<file path="config.mk">
export PLATFORM = sky130hd
export DESIGN_NAME = conversor_bin_bcd_flat
export DESIGN_NICKNAME = d
export VERILOG_FILES = /design/src/rtl/conversor_bin_bcd_pkg.sv /design/src/rtl/conversor_bin_bcd_if.sv /design/src/rtl/conversor_bin_bcd_ajuste_add3.sv /design/src/rtl/conversor_bin_bcd.sv /design/src/flat_wrapper.sv
export SDC_FILE = /design/constraint.sdc
export NUM_CORES = 1
export LEC_CHECK = 0
export BUFFER_PORTS_ARGS = -buffer_cell sky130_fd_sc_hd__buf_2
export CORE_MARGIN = 1
export CORE_UTILIZATION = 56
export CTS_CLUSTER_DIAMETER = 120
export CTS_CLUSTER_SIZE = 24
export DETAILED_ROUTE_END_ITERATION = 8
export HOLD_SLACK_MARGIN = 0.06
export PLACE_DENSITY = 0.78
export SYNTH_ARGS = -nofsm -noshare
export SYNTH_HDL_FRONTEND = slang
export SYNTH_HIERARCHICAL = 1
export SYNTH_SLANG_ARGS = --single-unit
</file>
<file path="constraint.sdc">
create_clock -name clk -period 1.85 [get_ports clk]
set_input_delay 0.2775 -clock clk [delete_from_list [all_inputs] [get_ports clk]]
set_output_delay 0.2775 -clock clk [all_outputs]
set_load 0.02 [all_outputs]
</file>
<file path="src/rtl/conversor_bin_bcd_pkg.sv">
// Shared types, constants and helpers for the sequential binary-to-BCD converter.
package conversor_bin_bcd_pkg;

  typedef enum logic [0:0] {
    REPOSO       = 1'b0,
    CONVIRTIENDO = 1'b1
  } estado_e;

  localparam logic [3:0] DIGITO_AJUSTE = 4'd5;
  localparam logic [3:0] SUMA_AJUSTE   = 4'd3;

  function automatic int ancho_bcd(input int n_digitos);
    return 4 * n_digitos;
  endfunction

  function automatic int clog2(input int valor);
    int r;
    int v;
    r = 0;
    v = valor - 1;
    while (v > 0) begin
      r = r + 1;
      v = v >>> 1;
    end
    return r;
  endfunction

endpackage

</file>
<file path="src/rtl/conversor_bin_bcd_if.sv">
// start/done handshake and data bus of the binary-to-BCD converter.
interface conversor_bin_bcd_if
  import conversor_bin_bcd_pkg::*;
#(
  parameter int N_BITS    = 8,
  parameter int N_DIGITOS = 3
);
  logic                           inicio;
  logic [N_BITS-1:0]              binario;
  logic                           ocupado;
  logic                           listo;
  logic [ancho_bcd(N_DIGITOS)-1:0] bcd;
  logic                           desborde;

  modport master (output inicio, output binario,
                  input  ocupado, input listo, input bcd, input desborde);
  modport slave  (input  inicio, input binario,
                  output ocupado, output listo, output bcd, output desborde);
endinterface

</file>
<file path="src/rtl/conversor_bin_bcd_ajuste_add3.sv">
// Single-digit correction of shift-and-add-3: digits of 5 or more get +3 before the shift.
module ajuste_add3
  import conversor_bin_bcd_pkg::*;
(
  input  logic [3:0] digito_i,
  output logic [3:0] digito_o
);

  // digit correction
  always_comb begin
    if (digito_i >= DIGITO_AJUSTE) begin
      digito_o = digito_i + SUMA_AJUSTE;
    end else begin
      digito_o = digito_i;
    end
  end

endmodule

</file>
<file path="src/rtl/conversor_bin_bcd.sv">
// Sequential binary-to-BCD converter, one bit per clock; result held until the next conversion.
module conversor_bin_bcd
  import conversor_bin_bcd_pkg::*;
#(
  parameter int N_BITS    = 8,
  parameter int N_DIGITOS = 3
)(
  input  logic               clk,
  input  logic               rst_n,
  conversor_bin_bcd_if.slave bus
);

  localparam int ANCHO_BCD = ancho_bcd(N_DIGITOS);
  localparam int ANCHO_CNT = clog2(N_BITS + 1);
  localparam logic [ANCHO_CNT-1:0] CNT_ULTIMO = ANCHO_CNT'(N_BITS - 1);
  localparam logic [ANCHO_CNT-1:0] CNT_UNO    = ANCHO_CNT'(1);

  estado_e              estado_q, estado_d;
  logic [ANCHO_CNT-1:0] cnt_q, cnt_d;
  logic [N_BITS-1:0]    shift_q, shift_d;
  logic [ANCHO_BCD-1:0] digitos_q, digitos_d;
  logic                 sticky_q, sticky_d;
  logic                 ocupado_q, ocupado_d;
  logic                 listo_q, listo_d;
  logic [ANCHO_BCD-1:0] bcd_q, bcd_d;
  logic                 desborde_q, desborde_d;
  logic [ANCHO_BCD-1:0] ajustados_s;

  for (genvar g = 0; g < N_DIGITOS; g++) begin : g_ajuste
    ajuste_add3 u_ajuste (
      .digito_i (digitos_q[4*g +: 4]),
      .digito_o (ajustados_s[4*g +: 4])
    );
  end

  // next-state and datapath for one shift iteration per clock
  always_comb begin
    estado_d   = estado_q;
    cnt_d      = cnt_q;
    shift_d    = shift_q;
    digitos_d  = digitos_q;
    sticky_d   = sticky_q;
    ocupado_d  = ocupado_q;
    listo_d    = 1'b0;
    bcd_d      = bcd_q;
    desborde_d = desborde_q;
    case (estado_q)
      REPOSO: begin
        if (bus.inicio) begin
          estado_d  = CONVIRTIENDO;
          shift_d   = bus.binario;
          digitos_d = '0;
          sticky_d  = 1'b0;
          cnt_d     = '0;
          ocupado_d = 1'b1;
        end else begin
          estado_d  = REPOSO;
        end
      end
      CONVIRTIENDO: begin
        // the bit leaving the top digit is lost, so the kept digits stay value mod 10^N_DIGITOS
        digitos_d = {ajustados_s[ANCHO_BCD-2:0], shift_q[N_BITS-1]};
        shift_d   = shift_q << 1;
        sticky_d  = sticky_q | ajustados_s[ANCHO_BCD-1];
        cnt_d     = cnt_q + CNT_UNO;
        if (cnt_q == CNT_ULTIMO) begin
          estado_d   = REPOSO;
          ocupado_d  = 1'b0;
          listo_d    = 1'b1;
          bcd_d      = {ajustados_s[ANCHO_BCD-2:0], shift_q[N_BITS-1]};
          desborde_d = sticky_q | ajustados_s[ANCHO_BCD-1];
        end else begin
          estado_d   = CONVIRTIENDO;
        end
      end
      default: begin
        estado_d  = REPOSO;
        ocupado_d = 1'b0;
      end
    endcase
  end

  // state and output registers
  always_ff @(posedge clk or negedge rst_n) begin
    if (!rst_n) begin
      estado_q   <= REPOSO;
      cnt_q      <= '0;
      shift_q    <= '0;
      digitos_q  <= '0;
      sticky_q   <= 1'b0;
      ocupado_q  <= 1'b0;
      listo_q    <= 1'b0;
      bcd_q      <= '0;
      desborde_q <= 1'b0;
    end else begin
      estado_q   <= estado_d;
      cnt_q      <= cnt_d;
      shift_q    <= shift_d;
      digitos_q  <= digitos_d;
      sticky_q   <= sticky_d;
      ocupado_q  <= ocupado_d;
      listo_q    <= listo_d;
      bcd_q      <= bcd_d;
      desborde_q <= desborde_d;
    end
  end

  assign bus.ocupado  = ocupado_q;
  assign bus.listo    = listo_q;
  assign bus.bcd      = bcd_q;
  assign bus.desborde = desborde_q;

endmodule

</file>
<file path="src/flat_wrapper.sv">
// flat-port wrapper written by rule: the top's interface ports become plain ports
module conversor_bin_bcd_flat import conversor_bin_bcd_pkg::*;
#(
  parameter int N_BITS    = 8,
  parameter int N_DIGITOS = 3
)
  (clk, rst_n, bus_inicio, bus_binario, bus_ocupado, bus_listo, bus_bcd, bus_desborde);
  conversor_bin_bcd_if #(.N_BITS(N_BITS), .N_DIGITOS(N_DIGITOS)) bus_i ();
  input  logic clk;
  input  logic rst_n;
  input wire logic [$bits(bus_i.inicio)-1:0] bus_inicio;
  input wire logic [$bits(bus_i.binario)-1:0] bus_binario;
  output wire logic [$bits(bus_i.ocupado)-1:0] bus_ocupado;
  output wire logic [$bits(bus_i.listo)-1:0] bus_listo;
  output wire logic [$bits(bus_i.bcd)-1:0] bus_bcd;
  output wire logic [$bits(bus_i.desborde)-1:0] bus_desborde;
  assign bus_i.inicio = bus_inicio;
  assign bus_i.binario = bus_binario;
  assign bus_ocupado = bus_i.ocupado;
  assign bus_listo = bus_i.listo;
  assign bus_bcd = bus_i.bcd;
  assign bus_desborde = bus_i.desborde;
  conversor_bin_bcd #(.N_BITS(N_BITS), .N_DIGITOS(N_DIGITOS)) u_core (.clk(clk), .rst_n(rst_n), .bus(bus_i));
endmodule
</file>
---- Yosys cells after proc, flatten, opt, wreduce, memory -nomap -nowiden ----
Cells that the tools add are included.
Widths: inputs -> output; s select.
operators by class
  magnitude comparators ................... 3
  mux-type cells .......................... 19
  reductions and logical operators ........ 2
  equality and inequality tests ........... 3
  bitwise gates (word level) .............. 2
  add/subtract/negate cells ............... 4
operators with widths
  operator             count
  $pmux 12 s2          1
  $mux 4               4
  $pmux 8 s2           1
  $add 4x2->4 const B  3
  $ge 4x3->1 const B   3
  $mux 12              1
  $mux 8               1
  $pmux 4 s2           1
  $mux 1               7
  $pmux 1 s2           3
  $add 4x1->4 const B  1
  $eq 4x3->1 const B   1
  $ne 2x2->1 const B   2
  $reduce_and 2->1     2
  $not 1->1            1
  $or 1x1->1           1
word-level totals
  logic and storage cells ................. 42
  input bits .............................. 11
  output and inout bits ................... 15
  register bits after elaboration ......... 41

---- Longest topological paths before layout ----
  depth in word-level cells ............... 4
  gate-level depth with buffers ........... 7
  mapped depth without buffers ............ 7

---- Modules after synthesis ----
Netlist, hierarchy kept.
modules (own cells, without submodules)
  module             cells each  area an instance (µm²)  times used  sequential area each (µm²)
  conversor_bin_bcd  118         1619.1                  1           1026.0
  ajuste_add3        16          101.3                   3           0.0

---- Worst setup path after synthesis ----
OpenSTA, ideal clock, no wires.
  kind .................................... reg2reg
  start point ............................. register u_core.digitos_q[8]
  end point ............................... register u_core.bcd_q[10] (netlist: u_core/bus.bcd[10])
  required time ........................... 1725 ps
  buffers on the path ..................... 0
  arrival ................................. 1292 ps
  cell stages (with the launch flop) ...... 6
  clock period less this slack ............ 1417 ps
  setup slack ............................. 433 ps
  library setup time ...................... 125 ps
  path through ............................ dfrtp_1 ha_1 nand2b_1 a21oi_2 mux2i_1 mux2_4
between the ends
  cells in the longest elaborated chain, start to end .. 2
  elaborated cells on any way between the ends .. 3
  those cells by class .................... add/sub (1); order compare (1); mux (1)
ends and longest elaborated chain
  item                                       line                                                                      RTL
  start, declared                            conversor_bin_bcd.sv:21                                                   logic [ANCHO_BCD-1:0] digitos_q, digitos_d;
  start signal, assigned                     conversor_bin_bcd.sv:99                                                   digitos_q <= digitos_d;
  $add 4x2->4 or $ge 4x3->1 (tied branches)  conversor_bin_bcd_ajuste_add3.sv:12, conversor_bin_bcd_ajuste_add3.sv:11
  $mux 4 *                                   conversor_bin_bcd_ajuste_add3.sv:11                                       if (digito_i >= DIGITO_AJUSTE) begin
  via u_core.ajustados_s[9]                  conversor_bin_bcd.sv:27                                                   logic [ANCHO_BCD-1:0] ajustados_s;
  end signal, assigned                       conversor_bin_bcd.sv:93                                                   bcd_q <= '0;
  end signal, assigned                       conversor_bin_bcd.sv:103                                                  bcd_q <= bcd_d;
  end, declared                              conversor_bin_bcd.sv:25                                                   logic [ANCHO_BCD-1:0] bcd_q, bcd_d;
The timed path passes the listed nets; every way through them passes the cells marked *.
A chain may end at the register's enable or synchronous reset.

---- Final worst setup path ----
  start point ............................. register u_core.digitos_q[0]
  end point ............................... register u_core.digitos_q[2]
between the ends
  cells in the longest elaborated chain, start to end .. 3
  elaborated cells on any way between the ends .. 4
  those cells by class .................... add/sub (1); order compare (1); mux (2)
ends and longest elaborated chain
  item                                       line                                                                      RTL
  $add 4x2->4 or $ge 4x3->1 (tied branches)  conversor_bin_bcd_ajuste_add3.sv:12, conversor_bin_bcd_ajuste_add3.sv:11
  $mux 4 *                                   conversor_bin_bcd_ajuste_add3.sv:11
  via u_core.ajustados_s[1]                  conversor_bin_bcd.sv:27
  $pmux 12 s2 *                              conversor_bin_bcd.sv:47                                                   case (estado_q)
Marked as above.

==> results by group <==
Run status
  – Status: complete, no violations

Placement
  – Final HPWL DP: approximately 2500 um
  – Placer congestion estimate: 0.784
  – Post-Place Cells: 233
  – Placed Area: 2100 um^2
  – Port Buf Inserts: 25

Floorplanning
  – Die area: 3670 um^2
  – Starting Density: between 60% and 70%
  – Die H: 60.6 um
  – Die width: between 60 and 70 um
  – Site Rows: 20
  – Core area: 3150 um^2
  – I/O Pins: 26

Logic synthesis
  – Mapped cell area: 1920 um^2
  – Mapped Cells: 166
  – Synth cell types: 22
  – Yosys reg bits: 41
  – Seq/Total Area, Yosys: 53.4%
  – Synth Area per Inst: ~12 um^2
  – Synth top area share: 53.4%
  – Synthesis Warnings: 6
  – Ranking of synthesized cells by area: dfrtp_1, a22o_1, mux2i_1
  – Syn_nets: 184
  – Area leader, netlist: dfrtp_1

Worst setup path
  – Worst Path Max Fanout: 5
  – Arr. time, crit path: 1900 ps
  – CP startpoint kind: flop
  – WS Path Type: reg -> reg
  – CP required: 2120 ps
  – Crit. End Element: flop

Clocking
  – Worst-case clock buffer depth: 2
  – Clock transition at path regs: between 100 and 150 ps
  – TritonCTS clock tree: done
  – Root Driver: clkbuf_4
  – Post-cts resize count: 0
  – CTS sink count: 41
  – Total CTS buffers: 5
  – H-tree lvl count: 2
  – Clock latency on the worst-skew pair: 340 ps

Power
  – Leakage: 0.00111 uW
  – Worst vdd ir: 0.780 mV
  – Design Power: 4070 uW
  – Pwr/cell area: 1880 nW/um^2

STA
  – Max Clock Freq: ~0.62 GHz
  – Final setup viols: 0
  – Slew at the pin closest to its max-slew limit: 494 ps
  – Final Hold Fails: 0
  – Smallest hold slack: 180 ps
  – Slew Viols, Final: 0
  – Max Clock Skew: 9.19 ps
  – Slew HR: 67.1%
  – Final min period: around 1600 ps
  – Fin crit share: 87.7%
  – Post-route setup TNS: 0 ps
  – RSZ-0062 raised after global routing: no

Finish
  – N_diodes: 0
  – Area of the multi-input gates: just over 800 um^2
  – Nets: ~220
  – Layout cells sized above 1: 26.3%
  – Fin area: roughly 2200 um^2
  – Most common cell after layout, fill and taps aside: dfrtp_1
  – Register area: 1030 um^2
  – Fillers: between 200 and 300
  – Layout Cells excl Fill: 242
  – Layout area overhead: 12.3%
  – Most frequent cells in the layout: dfrtp_1, buf_2, nand2_1

Global routing
  – GRT Util Overall: 22.9%
  – Vias in the first global route: ~1.4k
  – Initial antenna violation count: 0
  – Pin count of the biggest net entering global routing: 42
  – First-pass GRT wire length: 6130 um
  – Total gr overflow: 0

Job
  – # Max-Cap Violations: 0

Route
  – Avg WL per Cell: between 10 and 15 um
  – Residual DRC: 0
  – DRT Pass-1 Iters: 4
  – DRT Wirelength: 3620 um
  – Via count: between 1k and 1.5k
  – Post-DR vias/cell: 5.49
  – DRT antenna net count: 0
  – Detailed Route Iter0 Violations: 89

Hold path
  – Hold Path Class: in -> reg
[per-stage QoR]
stage	setup slack (ps)	util, %
after floorplan	433	-
after detailed placement	262	66.5
after global placement	373	66.5
after global routing	111	68.5
final	227	68.5
after CTS	245	68.5
[cell families after synthesis]
| family | synth area share [%] |
|---|---|
| multiplexers | 14.1 |
| XOR/XNOR | 2.28 |
| flip-flops | 53.4 |
| adder cells (fa/ha/maj) | 4.55 |
| AND/OR/NAND/NOR | 9.56 |
| buffers and inverters | 3.77 |
| AO/OA/AOI/OAI | 12.4 |
[cell type report]
cell class	count	area share (%)
Inverter	10	1.74
Timing Repair Buffer	30	7.65
Tap cell	44	2.55
Sequential cell	41	47.5
Multi-Input combinational cell	109	38.2
Clock inverter	2	0.463
Clock buffer	6	1.91
[repair_timing]
| action | 4_1_cts | 5_1_grt |
|---|---|---|
| hold endpoints to repair | 41 | 0 |
| hold buffers | 1 | 0 |
| setup buffers | 0 | 0 |
[state kept, by name, summed over array words and instances (netlist names)]
register	flops
u_core/bus.bcd	12
u_core/digitos_q	12
u_core/shift_q	8
u_core/cnt_q	4
u_core/bus.desborde	1
u_core/bus.listo	1
u_core/bus.ocupado	1
u_core/estado_q	1
u_core/sticky_q	1
[critical path, stage by stage, from the launching register on]
cell and delay, ps:
dfrtp_1 450, inv_1 80, ha_1 200, nand2b_1 100, a21oi_2 210, mux2i_1 320
a22o_1 210
[where the power goes]
part           total (uW)  leakage (uW)  internal, uW  switching, uW
sequential           1650      0.000514          1300            341
clock                 416     0.0000320           145            271
combinational        2010      0.000566           946           1060
total                4070       0.00111          2390           1680
[final timing paths]
kind / start / endpoint / slack (ps) / cells after the start
worst max-delay path: u_core/digitos_q[0] / u_core/digitos_q[2] / 230 / 6
worst min-delay path: bus_binario[0] / u_core/shift_q[0] / 180 / 3
worst max register to register: u_core/digitos_q[0] / u_core/digitos_q[2] / 230 / 6
worst min register to register: u_core/shift_q[6] / u_core/shift_q[7] / 510 / 2
max in group asynchronous: rst_n / u_core/cnt_q[1] / 990 / 3
min in group asynchronous: rst_n / u_core/bus.bcd[11] / 520 / 3
[routing by layer]
metal | vias to the layer above | part of all wire [%] | track usage [%]
li1 | 631 | - | -
met1 | 653 | 43 | 27.9
met2 | 38 | 51 | 39.6
met3 | 6 | 4.5 | 4.26
met4 | 0 | 1.2 | 10.4
met5 | - | 0 | 0
[synthesized netlist by cell type, drive strengths merged]
master	number
a21oi	4
a22o	13
buf	5
clkbuf	1
dfrtp	41
ha	7
inv	10
mux2	12
mux2i	11
nand2	22
nand2b	6
nand3	2
nand4b	1
nor2	8
o21ai	16
o22ai	2
xnor2	4
xor2	1
(Power assumes the default switching activity.)
